$ cat config.mk
export PLATFORM = sky130hd
export DESIGN_NAME = tlb_maint_ctrl
export DESIGN_NICKNAME = d
export VERILOG_FILES = /design/src/rtl/tlb_maint_ctrl.sv
export SDC_FILE = /design/constraint.sdc
export NUM_CORES = 1
export LEC_CHECK = 0
export BUFFER_PORTS_ARGS = -buffer_cell sky130_fd_sc_hd__buf_2
export CORE_AREA = 2 2 129 131
export CTS_BUF_LIST = sky130_fd_sc_hd__clkbuf_8
export CTS_CLUSTER_SIZE = 12
export DETAILED_ROUTE_END_ITERATION = 7
export DIE_AREA = 0 0 131 133
export PLACE_DENSITY = 0.9
export SLEW_MARGIN = 20
export SYNTH_ARGS = -nofsm -noshare
export SYNTH_HDL_FRONTEND = slang
export SYNTH_SLANG_ARGS = --single-unit
export TNS_END_PERCENT = 30
$ cat constraint.sdc
create_clock -name clk -period 5.8 [get_ports clk]
set_input_delay 1.16 -clock clk [delete_from_list [all_inputs] [get_ports clk]]
set_output_delay 1.16 -clock clk [all_outputs]
set_load 0.03 [all_outputs]
$ cat src/rtl/tlb_maint_ctrl.sv
// TLB maintenance sequencer: TLBSRCH/TLBRD/TLBWR/TLBFILL/INVTLB against the
// MMU's register-based TLB array via one read port and a one-hot write port.

package tlb_maint_pkg;

  localparam int unsigned TLB_ENTRY_NUM = 32;
  localparam int unsigned IDX_W = $clog2(TLB_ENTRY_NUM);

  typedef struct packed {
    logic        e;
    logic        g;
    logic        huge;   // 4MB page: only vppn[18:9] participates in the compare
    logic [9:0]  asid;
    logic [18:0] vppn;
  } tlb_key_t;

  typedef struct packed {
    logic [19:0] ppn;
    logic [1:0]  plv;
    logic [1:0]  mat;
    logic        d;
    logic        v;
  } tlb_data_t;

  typedef struct packed {
    tlb_key_t  key;
    tlb_data_t data;
  } tlb_entry_t;

  typedef struct packed {
    logic [TLB_ENTRY_NUM-1:0] we;
    tlb_entry_t               entry;
  } tlb_write_req_t;

endpackage

module tlb_maint_ctrl
  import tlb_maint_pkg::tlb_entry_t;
  import tlb_maint_pkg::tlb_write_req_t;
#(
  parameter  int unsigned TLB_ENTRY_NUM = tlb_maint_pkg::TLB_ENTRY_NUM,
  localparam int unsigned IDX_W         = $clog2(TLB_ENTRY_NUM)
) (
  input  logic                 clk,
  input  logic                 rst,
  input  logic                 req_valid,
  output logic                 req_ready,
  input  logic [2:0]           req_op,
  input  logic [4:0]           req_inv_op,
  input  logic [9:0]           req_asid,
  input  logic [31:0]          req_va,
  input  logic [IDX_W-1:0]     req_index,
  input  tlb_entry_t           req_entry,
  output logic [IDX_W-1:0]     ent_rd_idx,
  input  tlb_entry_t           ent_rd_entry,
  output tlb_write_req_t       tlb_write_req_o,
  output logic                 resp_valid,
  output logic                 resp_hit,
  output logic [IDX_W-1:0]     resp_index,
  output tlb_entry_t           resp_entry,
  output logic                 resp_err
);

  localparam logic [1:0] S_IDLE = 2'd0;
  localparam logic [1:0] S_SCAN = 2'd1;
  localparam logic [1:0] S_RESP = 2'd2;

  localparam logic [2:0] OP_SRCH = 3'd0;
  localparam logic [2:0] OP_RD   = 3'd1;
  localparam logic [2:0] OP_WR   = 3'd2;
  localparam logic [2:0] OP_FILL = 3'd3;
  localparam logic [2:0] OP_INV  = 3'd4;

  localparam logic [IDX_W-1:0] LAST_IDX = IDX_W'(TLB_ENTRY_NUM - 1);

  logic [1:0]       state_q, state_d;
  logic [2:0]       op_q, op_d;
  logic [4:0]       inv_op_q, inv_op_d;
  logic [9:0]       asid_q, asid_d;
  logic [18:0]      vpn_q, vpn_d;
  logic [IDX_W-1:0] cnt_q, cnt_d;
  logic [IDX_W-1:0] fill_ptr_q, fill_ptr_d;
  logic             hit_q, hit_d;
  logic [IDX_W-1:0] idx_q, idx_d;
  tlb_entry_t       entry_q, entry_d;
  logic             err_q, err_d;

  logic [IDX_W-1:0] rd_idx;
  tlb_write_req_t   wr_req;
  tlb_entry_t       cleared;
  logic             asid_m;
  logic             va_m;
  logic             srch_m;
  logic             inv_m;
  logic             unused_va;

  assign unused_va = ^req_va[12:0];

  // Match terms for the entry currently presented on the read port
  always_comb begin
    asid_m = (ent_rd_entry.key.asid == asid_q);
    if (ent_rd_entry.key.huge) begin
      va_m = (vpn_q[18:9] == ent_rd_entry.key.vppn[18:9]);
    end else begin
      va_m = (vpn_q == ent_rd_entry.key.vppn);
    end
    srch_m = ent_rd_entry.key.e && (ent_rd_entry.key.g || asid_m) && va_m;
    case (inv_op_q)
      5'd0, 5'd1: inv_m = 1'b1;
      5'd2:       inv_m = ent_rd_entry.key.g;
      5'd3:       inv_m = !ent_rd_entry.key.g;
      5'd4:       inv_m = !ent_rd_entry.key.g && asid_m;
      5'd5:       inv_m = !ent_rd_entry.key.g && asid_m && va_m;
      5'd6:       inv_m = (ent_rd_entry.key.g || asid_m) && va_m;
      default:    inv_m = 1'b0;
    endcase
    cleared       = ent_rd_entry;
    cleared.key.e = 1'b0;
  end

  // Next-state, operand latching, read index and write port
  always_comb begin
    state_d    = state_q;
    op_d       = op_q;
    inv_op_d   = inv_op_q;
    asid_d     = asid_q;
    vpn_d      = vpn_q;
    cnt_d      = cnt_q;
    fill_ptr_d = fill_ptr_q;
    hit_d      = hit_q;
    idx_d      = idx_q;
    entry_d    = entry_q;
    err_d      = err_q;
    rd_idx     = cnt_q;
    wr_req     = '0;

    case (state_q)
      S_IDLE: begin
        rd_idx = req_index;
        if (req_valid) begin
          op_d     = req_op;
          inv_op_d = req_inv_op;
          asid_d   = req_asid;
          vpn_d    = req_va[31:13];
          cnt_d    = '0;
          hit_d    = 1'b0;
          idx_d    = '0;
          entry_d  = '0;
          err_d    = 1'b0;
          state_d  = S_RESP;
          case (req_op)
            OP_SRCH: state_d = S_SCAN;
            OP_RD:   entry_d = ent_rd_entry;
            OP_WR: begin
              wr_req.we[req_index] = 1'b1;
              wr_req.entry         = req_entry;
              idx_d                = req_index;
            end
            OP_FILL: begin
              wr_req.we[fill_ptr_q] = 1'b1;
              wr_req.entry          = req_entry;
              idx_d                 = fill_ptr_q;
              fill_ptr_d            = IDX_W'(fill_ptr_q + 1'b1);
            end
            OP_INV: begin
              if (req_inv_op > 5'd6) begin
                err_d = 1'b1;
              end else begin
                state_d = S_SCAN;
              end
            end
            default: err_d = 1'b1;
          endcase
        end
      end

      S_SCAN: begin
        rd_idx = cnt_q;
        if (op_q == OP_SRCH) begin
          if (srch_m) begin
            hit_d   = 1'b1;
            idx_d   = cnt_q;
            state_d = S_RESP;
          end else if (cnt_q == LAST_IDX) begin
            state_d = S_RESP;
          end else begin
            cnt_d = IDX_W'(cnt_q + 1'b1);
          end
        end else begin
          if (inv_m) begin
            wr_req.we[cnt_q] = 1'b1;
            wr_req.entry     = cleared;
          end
          if (cnt_q == LAST_IDX) begin
            state_d = S_RESP;
          end else begin
            cnt_d = IDX_W'(cnt_q + 1'b1);
          end
        end
      end

      S_RESP: state_d = S_IDLE;

      default: state_d = S_IDLE;
    endcase

    if (rst) begin
      wr_req = '0;
    end
  end

  // State and operand registers
  always_ff @(posedge clk or posedge rst) begin
    if (rst) begin
      state_q    <= S_IDLE;
      op_q       <= '0;
      inv_op_q   <= '0;
      asid_q     <= '0;
      vpn_q      <= '0;
      cnt_q      <= '0;
      fill_ptr_q <= '0;
      hit_q      <= 1'b0;
      idx_q      <= '0;
      entry_q    <= '0;
      err_q      <= 1'b0;
    end else begin
      state_q    <= state_d;
      op_q       <= op_d;
      inv_op_q   <= inv_op_d;
      asid_q     <= asid_d;
      vpn_q      <= vpn_d;
      cnt_q      <= cnt_d;
      fill_ptr_q <= fill_ptr_d;
      hit_q      <= hit_d;
      idx_q      <= idx_d;
      entry_q    <= entry_d;
      err_q      <= err_d;
    end
  end

  assign req_ready       = (state_q == S_IDLE);
  assign ent_rd_idx      = rd_idx;
  assign tlb_write_req_o = wr_req;
  assign resp_valid      = (state_q == S_RESP);
  assign resp_hit        = resp_valid && hit_q;
  assign resp_index      = resp_valid ? idx_q : '0;
  assign resp_entry      = resp_valid ? entry_q : '0;
  assign resp_err        = resp_valid && err_q;

endmodule

==> results.yml, run 1 <==
run_status:
  status: "finished, final reports clean"
power:
  power_switching_mw: 1.41
  total_power_mw: 3.34
  peakVddDrop_uv: 180
  p_clk_frac: 0.231
  seqPwrFrac: 0.366
  swShare: 0.424
  p_int_mw: 1.92
  pwr_density_cell_nw_per_um2: 366
  p_comb_frac: 0.404
  p_leak_nw: 4.83
finish:
  area_delta_synth_final_pct: 31.1
  nets: 1274
  layout.cells.non_filler: 1325
  utilization: 0.564
  stdcell_area_um2: 9120
  drive_gt1_frac: 0.344
synthesis:
  avgSynthCellArea_um2: 8.65
  synth_fp_nets: 987
  yosysWarnings: 0
  ys.flop_type: "dfrtp_1"
  syn_area_um2: 6960
  synth_top_area_frac: 0.410
  synth_cell_types: 45
  synth_seq_cells: 114
  seq_area_frac_synth: 0.410
  yosysTopAreaCell: "dfrtp_1"
  synth_edf_count: 0
  netlist_instances: 804
  ys_top_cells_by_area: "dfrtp_1 41%, a22o_1 14%, nand2_1 11%"
  async_reset_ff_frac: 1.00
sta:
  setup_viol: 0
  clock_skew_ns: 0.0110
  min_period_over_period: 0.899
  slew_headroom: 0.277
  max_slew.worst_pin.slew_ns: 1.09
  fmax_mhz: 192
  rsz0062_at_grt: "no"
  hold_viol_final: 0
  min_period_ns: 5.21
  fin_setup_tns_ns: 0
  final-max-slew-violation-count: 0
hold_path:
  hold_path_class: "flip-flop to flip-flop"
  whs_path_depth: 2
die:
  initial_core_util: 0.430
  die_h_um: 133
  core_area_um2: 16200
  placement_rows: 47
  ios: 336
  dieWidth_um: 131
  die-area_um2: 17400
cts:
  cts-resized-gates: 0
  clkTransAtPathRegs_ns: 0.06
  ctsRootBufferMaster: "clkbuf_8"
  clock-sinks: 114
  cts_hold_buf: 0
  cts_tree: "built"
  htree_levels: 4
  cts_buffer_depth: 2
  post_cts_buffers: 0
  clk_latency_ns: 0.44
  cts_buffers: 17
route:
  final_antenna_net_count: 0
  dr_total_vias: 7381
  drcViolationCount: 0
  wl_per_cell_um: 19.0
  dr.pass1.iters: 6
  viasPerCell: 5.57
  routed_wl_mm: 25.2
  drtIter0Drc: 687
placement:
  gp_congestion: 0.893
  portBuffers: 322
  placed_cells: 1292
  dp_hpwl_mm: 18.5
  placed_area_um2: 8700
worst_setup_path:
  cp_cell_sequence: "buf_2 -> xor2_1 -> nor4_1 -> a31oi_1 -> or4_4 -> a31oi_4 -> buf_12 -> a22o_1 -> buf_2"
  crit_slowest_cell: "nor4_1"
  crit_top_cell: "buf_2"
  cp_num_buf_inv: 3
  path_max_fanout: 28
  critical_path_class: "input pin to primary output"
  cp_data_required_time_ns: 4.64
  cp-start-kind: "input pin"
  reg2regPathDepth: 5
  arrival_ns: 4.05
  crit_family: "simple AND/OR/NAND/NOR gates"
  max_stage_delay_ns: 0.67
  end_kind: "primary output"
  cp.depth: 9
grt:
  first_global_vias: 7110
  grt-ovfl-total: 0
  grt_usage: 0.283
  antenna_found_initial: 1
  grt_pass1_wl_mm: 37.8
  grt_max_degree: 71
flow_run:
  drv_cap: 0
sequential cells by signal, indices dropped and copies added, names as in the netlist:
signal / cells
vpn_q: 19
inv_op_q: 5
entry_q: 58
state_q: 2
hit_q: 1
fill_ptr_q: 5
asid_q: 10
op_q: 3
idx_q: 5
cnt_q: 5
err_q: 1
final timing paths:
check / start / to / slack, ns
min in group asynchronous: rst / state_q[1] / 0.94
worst min-delay path: op_q[1] / op_q[1] / 0.50
worst max-delay path: ent_rd_entry[54] / tlb_write_req_o[31] / 0.59
worst max register to register: state_q[0] / entry_q[4] / 2.96
worst min register to register: op_q[1] / op_q[1] / 0.50
max in group asynchronous: rst / fill_ptr_q[0] / 3.53
power by group through the flow:
stage	clock network [mW]	registers [mW]	logic, mW
final	0.770	1.22	1.35
after detailed placement	0	1.23	1.33
after global placement	0	1.21	1.28
after CTS	0.780	1.21	1.34
after floorplan	0	1.16	0.972
after global routing	0.811	1.25	1.48
layout by cell type (no fill, tap or decap), drive strengths merged, types with 2 or more instances in the layout:
| cell | synthesis | layout |
|---|---|---|
| a21oi | 5 | 5 |
| a22o | 115 | 115 |
| a2bb2oi | 5 | 5 |
| a31oi | 6 | 6 |
| and2 | 69 | 69 |
| and3 | 4 | 4 |
| buf | 24 | 334 |
| bufinv | 0 | 2 |
| clkbuf | 42 | 22 |
| clkinv | 0 | 5 |
| clkinvlp | 0 | 2 |
| dfrtp | 114 | 114 |
| ha | 9 | 9 |
| inv | 13 | 14 |
| mux2 | 4 | 4 |
| mux2i | 9 | 9 |
| nand2 | 197 | 197 |
| nand2b | 2 | 2 |
| nand3 | 4 | 4 |
| nand3b | 4 | 4 |
| nand4 | 5 | 5 |
| nand4b | 3 | 3 |
| nor2 | 27 | 27 |
| nor2b | 3 | 3 |
| nor3 | 9 | 9 |
| nor4 | 9 | 9 |
| nor4b | 2 | 2 |
| o21ai | 40 | 40 |
| o22ai | 31 | 31 |
| or3 | 5 | 5 |
| or3b | 3 | 3 |
| or4 | 2 | 2 |
| xnor2 | 5 | 5 |
| xor2 | 29 | 29 |
Yosys cell counts, drive strengths merged, types with 6 or more instances:
| master | n |
|---|---|
| nor2 | 27 |
| nor3 | 9 |
| ha | 9 |
| a31oi | 6 |
| o21ai | 40 |
| nand2 | 197 |
| inv | 13 |
| buf | 24 |
| o22ai | 31 |
| nor4 | 9 |
| mux2i | 9 |
| and2 | 69 |
| dfrtp | 114 |
| clkbuf | 42 |
| xor2 | 29 |
| a22o | 115 |
through the flow:
step	hold slack, ns	worst slack [ns]
after floorplan	0.442	0.609
after global placement	0.458	0.764
after detailed placement	0.466	0.708
after CTS	0.491	0.665
after global routing	0.512	0.558
final	0.496	0.588
worst reg2reg max path: cells and delay by family (launching register included):
family          cells  cell delay [ns]
simple gates        3             1.43
flops               1             0.49
compound gates      1             0.28
buf+inv             1             0.57
cell type report:
class / count / area, µm²
fill: 1425 / 7050
multi-input combinational: 611 / 3790
sequential: 114 / 2850
timing repair buffer: 334 / 1740
clock buffer: 22 / 303
tap: 220 / 275
clock inverter: 10 / 108
inverter: 13 / 52.6
antenna: 1 / 2.50
per-layer routing:
| layer | GRT usage | up-vias | wire length [µm] |
|---|---|---|---|
| li1 | - | 3419 | - |
| met5 | 0 | - | 0 |
| met2 | 0.441 | 410 | 11600 |
| met3 | 0.0890 | 69 | 2650 |
| met1 | 0.365 | 3483 | 10200 |
| met4 | 0.108 | 0 | 822 |
logic make-up (layout without fill, tap and decap cells):
kind of cell / after synthesis / count (layout) / synth area share
fa+ha+maj: 9 / 9 / 0.0162
xor+xnor: 34 / 34 / 0.0428
other cells: 0 / 1 / 0
mux: 13 / 13 / 0.0194
simple gates: 349 / 349 / 0.238
buf+inv: 79 / 379 / 0.0496
compound gates: 206 / 206 / 0.224
flops: 114 / 114 / 0.410
(Power assumes the default switching activity.)
==> run 2, diff against run 1 <==
--- a/config.mk
+++ b/config.mk
@@ -5,12 +5,12 @@
 export SDC_FILE = /design/constraint.sdc
 export NUM_CORES = 1
 export LEC_CHECK = 0
+export ABC_AREA = 1
 export BUFFER_PORTS_ARGS = -buffer_cell sky130_fd_sc_hd__buf_2
-export CORE_AREA = 2 2 129 131
+export CORE_UTILIZATION = 45
 export CTS_BUF_LIST = sky130_fd_sc_hd__clkbuf_8
 export CTS_CLUSTER_SIZE = 12
 export DETAILED_ROUTE_END_ITERATION = 7
-export DIE_AREA = 0 0 131 133
 export PLACE_DENSITY = 0.9
 export SLEW_MARGIN = 20
 export SYNTH_ARGS = -nofsm -noshare
==> results.yml, run 2 <==
power:
  peakVddDrop_uv: 165
  swShare: 0.341
  power_switching_mw: 0.794
  pwr_density_cell_nw_per_um2: 236
  p_leak_nw: 5.09
  p_int_mw: 1.54
  p_clk_frac: 0.340
  seqPwrFrac: 0.408
  p_comb_frac: 0.251
sta:
  fin_worst_hold_slack_ns: 0.504
  rsz0062_at_grt: "no"
  hold_viol_final: 0
  clock_skew_ns: 0.0114
  fmax_mhz: 219
  slew_headroom: 0.271
  max_slew.worst_pin.slew_ns: 1.09
  setup_viol: 0
  final-max-slew-violation-count: 0
  min_period_ns: 4.57
  fin_setup_tns_ns: 0
  min_period_over_period: 0.787
finish:
  layout.cells.non_filler: 1712
  largest_reg_flops: 58
  antenna_cells: 0
  final_cell_mix: "322 x buf_2, 319 x nand2_1, 184 x nor2_1, 165 x inv_1, 114 x dfrtp_1"
  utilization: 0.590
  top_regs: "entry_q: 58 flops, vpn_q: 19 flops, asid_q: 10 flops"
  stdcell_area_um2: 9860
  regMostFlops: "entry_q"
  nets: 1663
  num-fill-cells: 1551
  final_common_cell: "buf_2"
  area_delta_synth_final_pct: 27.1
  drive_gt1_frac: 0.269
worst_setup_path:
  crit_end: "tlb_write_req_o[72]"
  path_max_fanout: 56
  critPathLaunch: "ent_rd_entry[38]"
  reg2regPathDepth: 7
  regToRegEndpoint: "entry_q[43]"
  critical_path_class: "input pin to primary output"
  arrival_ns: 3.41
  end_kind: "primary output"
  regToRegStartpoint: "state_q[1]"
  regToRegSetupSlack_ns: 2.64
  cp-start-kind: "input pin"
  cp_data_required_time_ns: 4.64
synthesis:
  syn_area_um2: 7760
  synth_top_area_frac: 0.368
  muxShareOfSynthArea: 0
  synth_fp_nets: 1380
  netlist_instances: 1197
  synth_cell_types: 33
  ys.flop_type: "dfrtp_1"
  ys_top_cells_by_area: "dfrtp_1 37%, nand2_1 15%, nor2_1 8.9%"
  synth_fa_ha_area_frac: 0.0145
  synth_top_family_by_area: "simple AND/OR/NAND/NOR gates"
  synth_xor_xnor_area_share: 0.0237
  synth_common_cells: "320 x nand2_1, 184 x nor2_1, 166 x inv_1"
  seq_area_frac_synth: 0.368
  avgSynthCellArea_um2: 6.48
  yosysWarnings: 0
  synth_compound_area_frac: 0.165
  synth_seq_cells: 114
  yosysMostFrequentCell: "nand2_1"
  async_reset_ff_frac: 1.00
  yosysTopAreaCell: "dfrtp_1"
  synth_edf_count: 0
  synth_simple_gate_area_frac: 0.305
placement:
  placed_area_um2: 9440
  portBuffers: 322
  gp_congestion: 0.939
  placed_cells: 1681
  dp_hpwl_mm: 18.5
cts:
  cts_hold_buf: 0
  cts_buffers: 17
  cts_tree: "built"
  clock-sinks: 114
  clk_latency_ns: 0.44
  cts_buffer_depth: 2
  ctsRootBufferMaster: "clkbuf_8"
  clkTransAtPathRegs_ns: 0.07
  htree_levels: 4
  cts-resized-gates: 0
  post_cts_buffers: 0
die:
  placement_rows: 47
  ios: 336
  core_area_um2: 16700
  die_h_um: 133
  die-area_um2: 17800
  initial_core_util: 0.464
  dieWidth_um: 133
grt:
  grt_usage: 0.287
  antenna_found_initial: 0
  grt_max_degree: 73
  first_global_vias: 8128
  grt-ovfl-total: 0
  grt_pass1_wl_mm: 40.1
run_status:
  status: "finished, final reports clean"
route:
  drtIter0Drc: 644
  routed_wl_mm: 25.7
  drcViolationCount: 0
  dr.pass1.iters: 6
  wl_per_cell_um: 15.0
  final_antenna_net_count: 0
  viasPerCell: 5.27
  dr_total_vias: 9019
flow_run:
  drv_cap: 0
hold_path:
  hold_path_class: "flip-flop to flip-flop"
## run 2: per-layer routing
| metal | share of wire | wire length (µm) | global-route usage | up-vias |
|---|---|---|---|---|
| met5 | 0 | 0 | 0 | - |
| met2 | 0.48 | 12400 | 0.481 | 497 |
| met3 | 0.074 | 1910 | 0.0476 | 71 |
| met4 | 0.036 | 937 | 0.141 | 0 |
| met1 | 0.41 | 10400 | 0.358 | 4097 |
| li1 | - | - | - | 4354 |
## run 2: cell type report
| cell class | instances | area (µm²) | share of cell area |
|---|---|---|---|
| Multi-Input combinational cell | 841 | 3960 | 0.402 |
| Sequential cell | 114 | 2850 | 0.289 |
| Timing Repair Buffer | 331 | 1690 | 0.172 |
| Inverter | 175 | 663 | 0.0673 |
| Tap cell | 220 | 275 | 0.0279 |
| Clock buffer | 18 | 248 | 0.0251 |
| Clock inverter | 13 | 169 | 0.0171 |
## run 2: cell families after synthesis
kind of cell / count (synthesis)
adders and majority gates: 9
xor gates and xnor gates: 21
and+or+nand+nor: 588
AOI/OAI and AO/OA: 223
buffers and inverters: 242
DFF: 114
## run 2: metrics by stage
stage	setup slack, ns	total power [mW]
3_5_place_dp	1.25	1.55
2_1_floorplan	0.342	1.36
3_3_place_gp	1.29	1.52
4_1_cts	1.25	2.35
6_report	1.23	2.33
5_1_grt	1.05	2.46
## run 2: power by group through the flow
stage / clock network (mW) / registers, mW / logic (mW)
floorplan: 0 / 0.941 / 0.416
global placement: 0 / 0.957 / 0.565
detailed placement: 0 / 0.964 / 0.582
CTS: 0.811 / 0.950 / 0.585
global route: 0.848 / 0.960 / 0.653
finish: 0.793 / 0.952 / 0.586
## run 2: how the worst min path moves through the flow
stage	start	end	slack [ns]	cells after the start
global placement	vpn_q[13]	vpn_q[13]	0.48	2
detailed placement	vpn_q[11]	vpn_q[11]	0.49	2
CTS	vpn_q[7]	vpn_q[7]	0.51	2
floorplan	vpn_q[12]	vpn_q[12]	0.47	2
finish	vpn_q[7]	vpn_q[7]	0.50	2
global route	asid_q[4]	asid_q[4]	0.53	2
## run 2: critical path, cell delays in order
cell     delay, ns
buf_2         0.10
inv_1         0.10
o21ai_0       0.09
nor2_1        0.12
nand3_1       0.11
nor2_1        0.25
nand4_1       0.20
nand3_4       0.36
buf_12        0.31
nand2_1       0.08
a21oi_1       0.21
buf_2         0.26
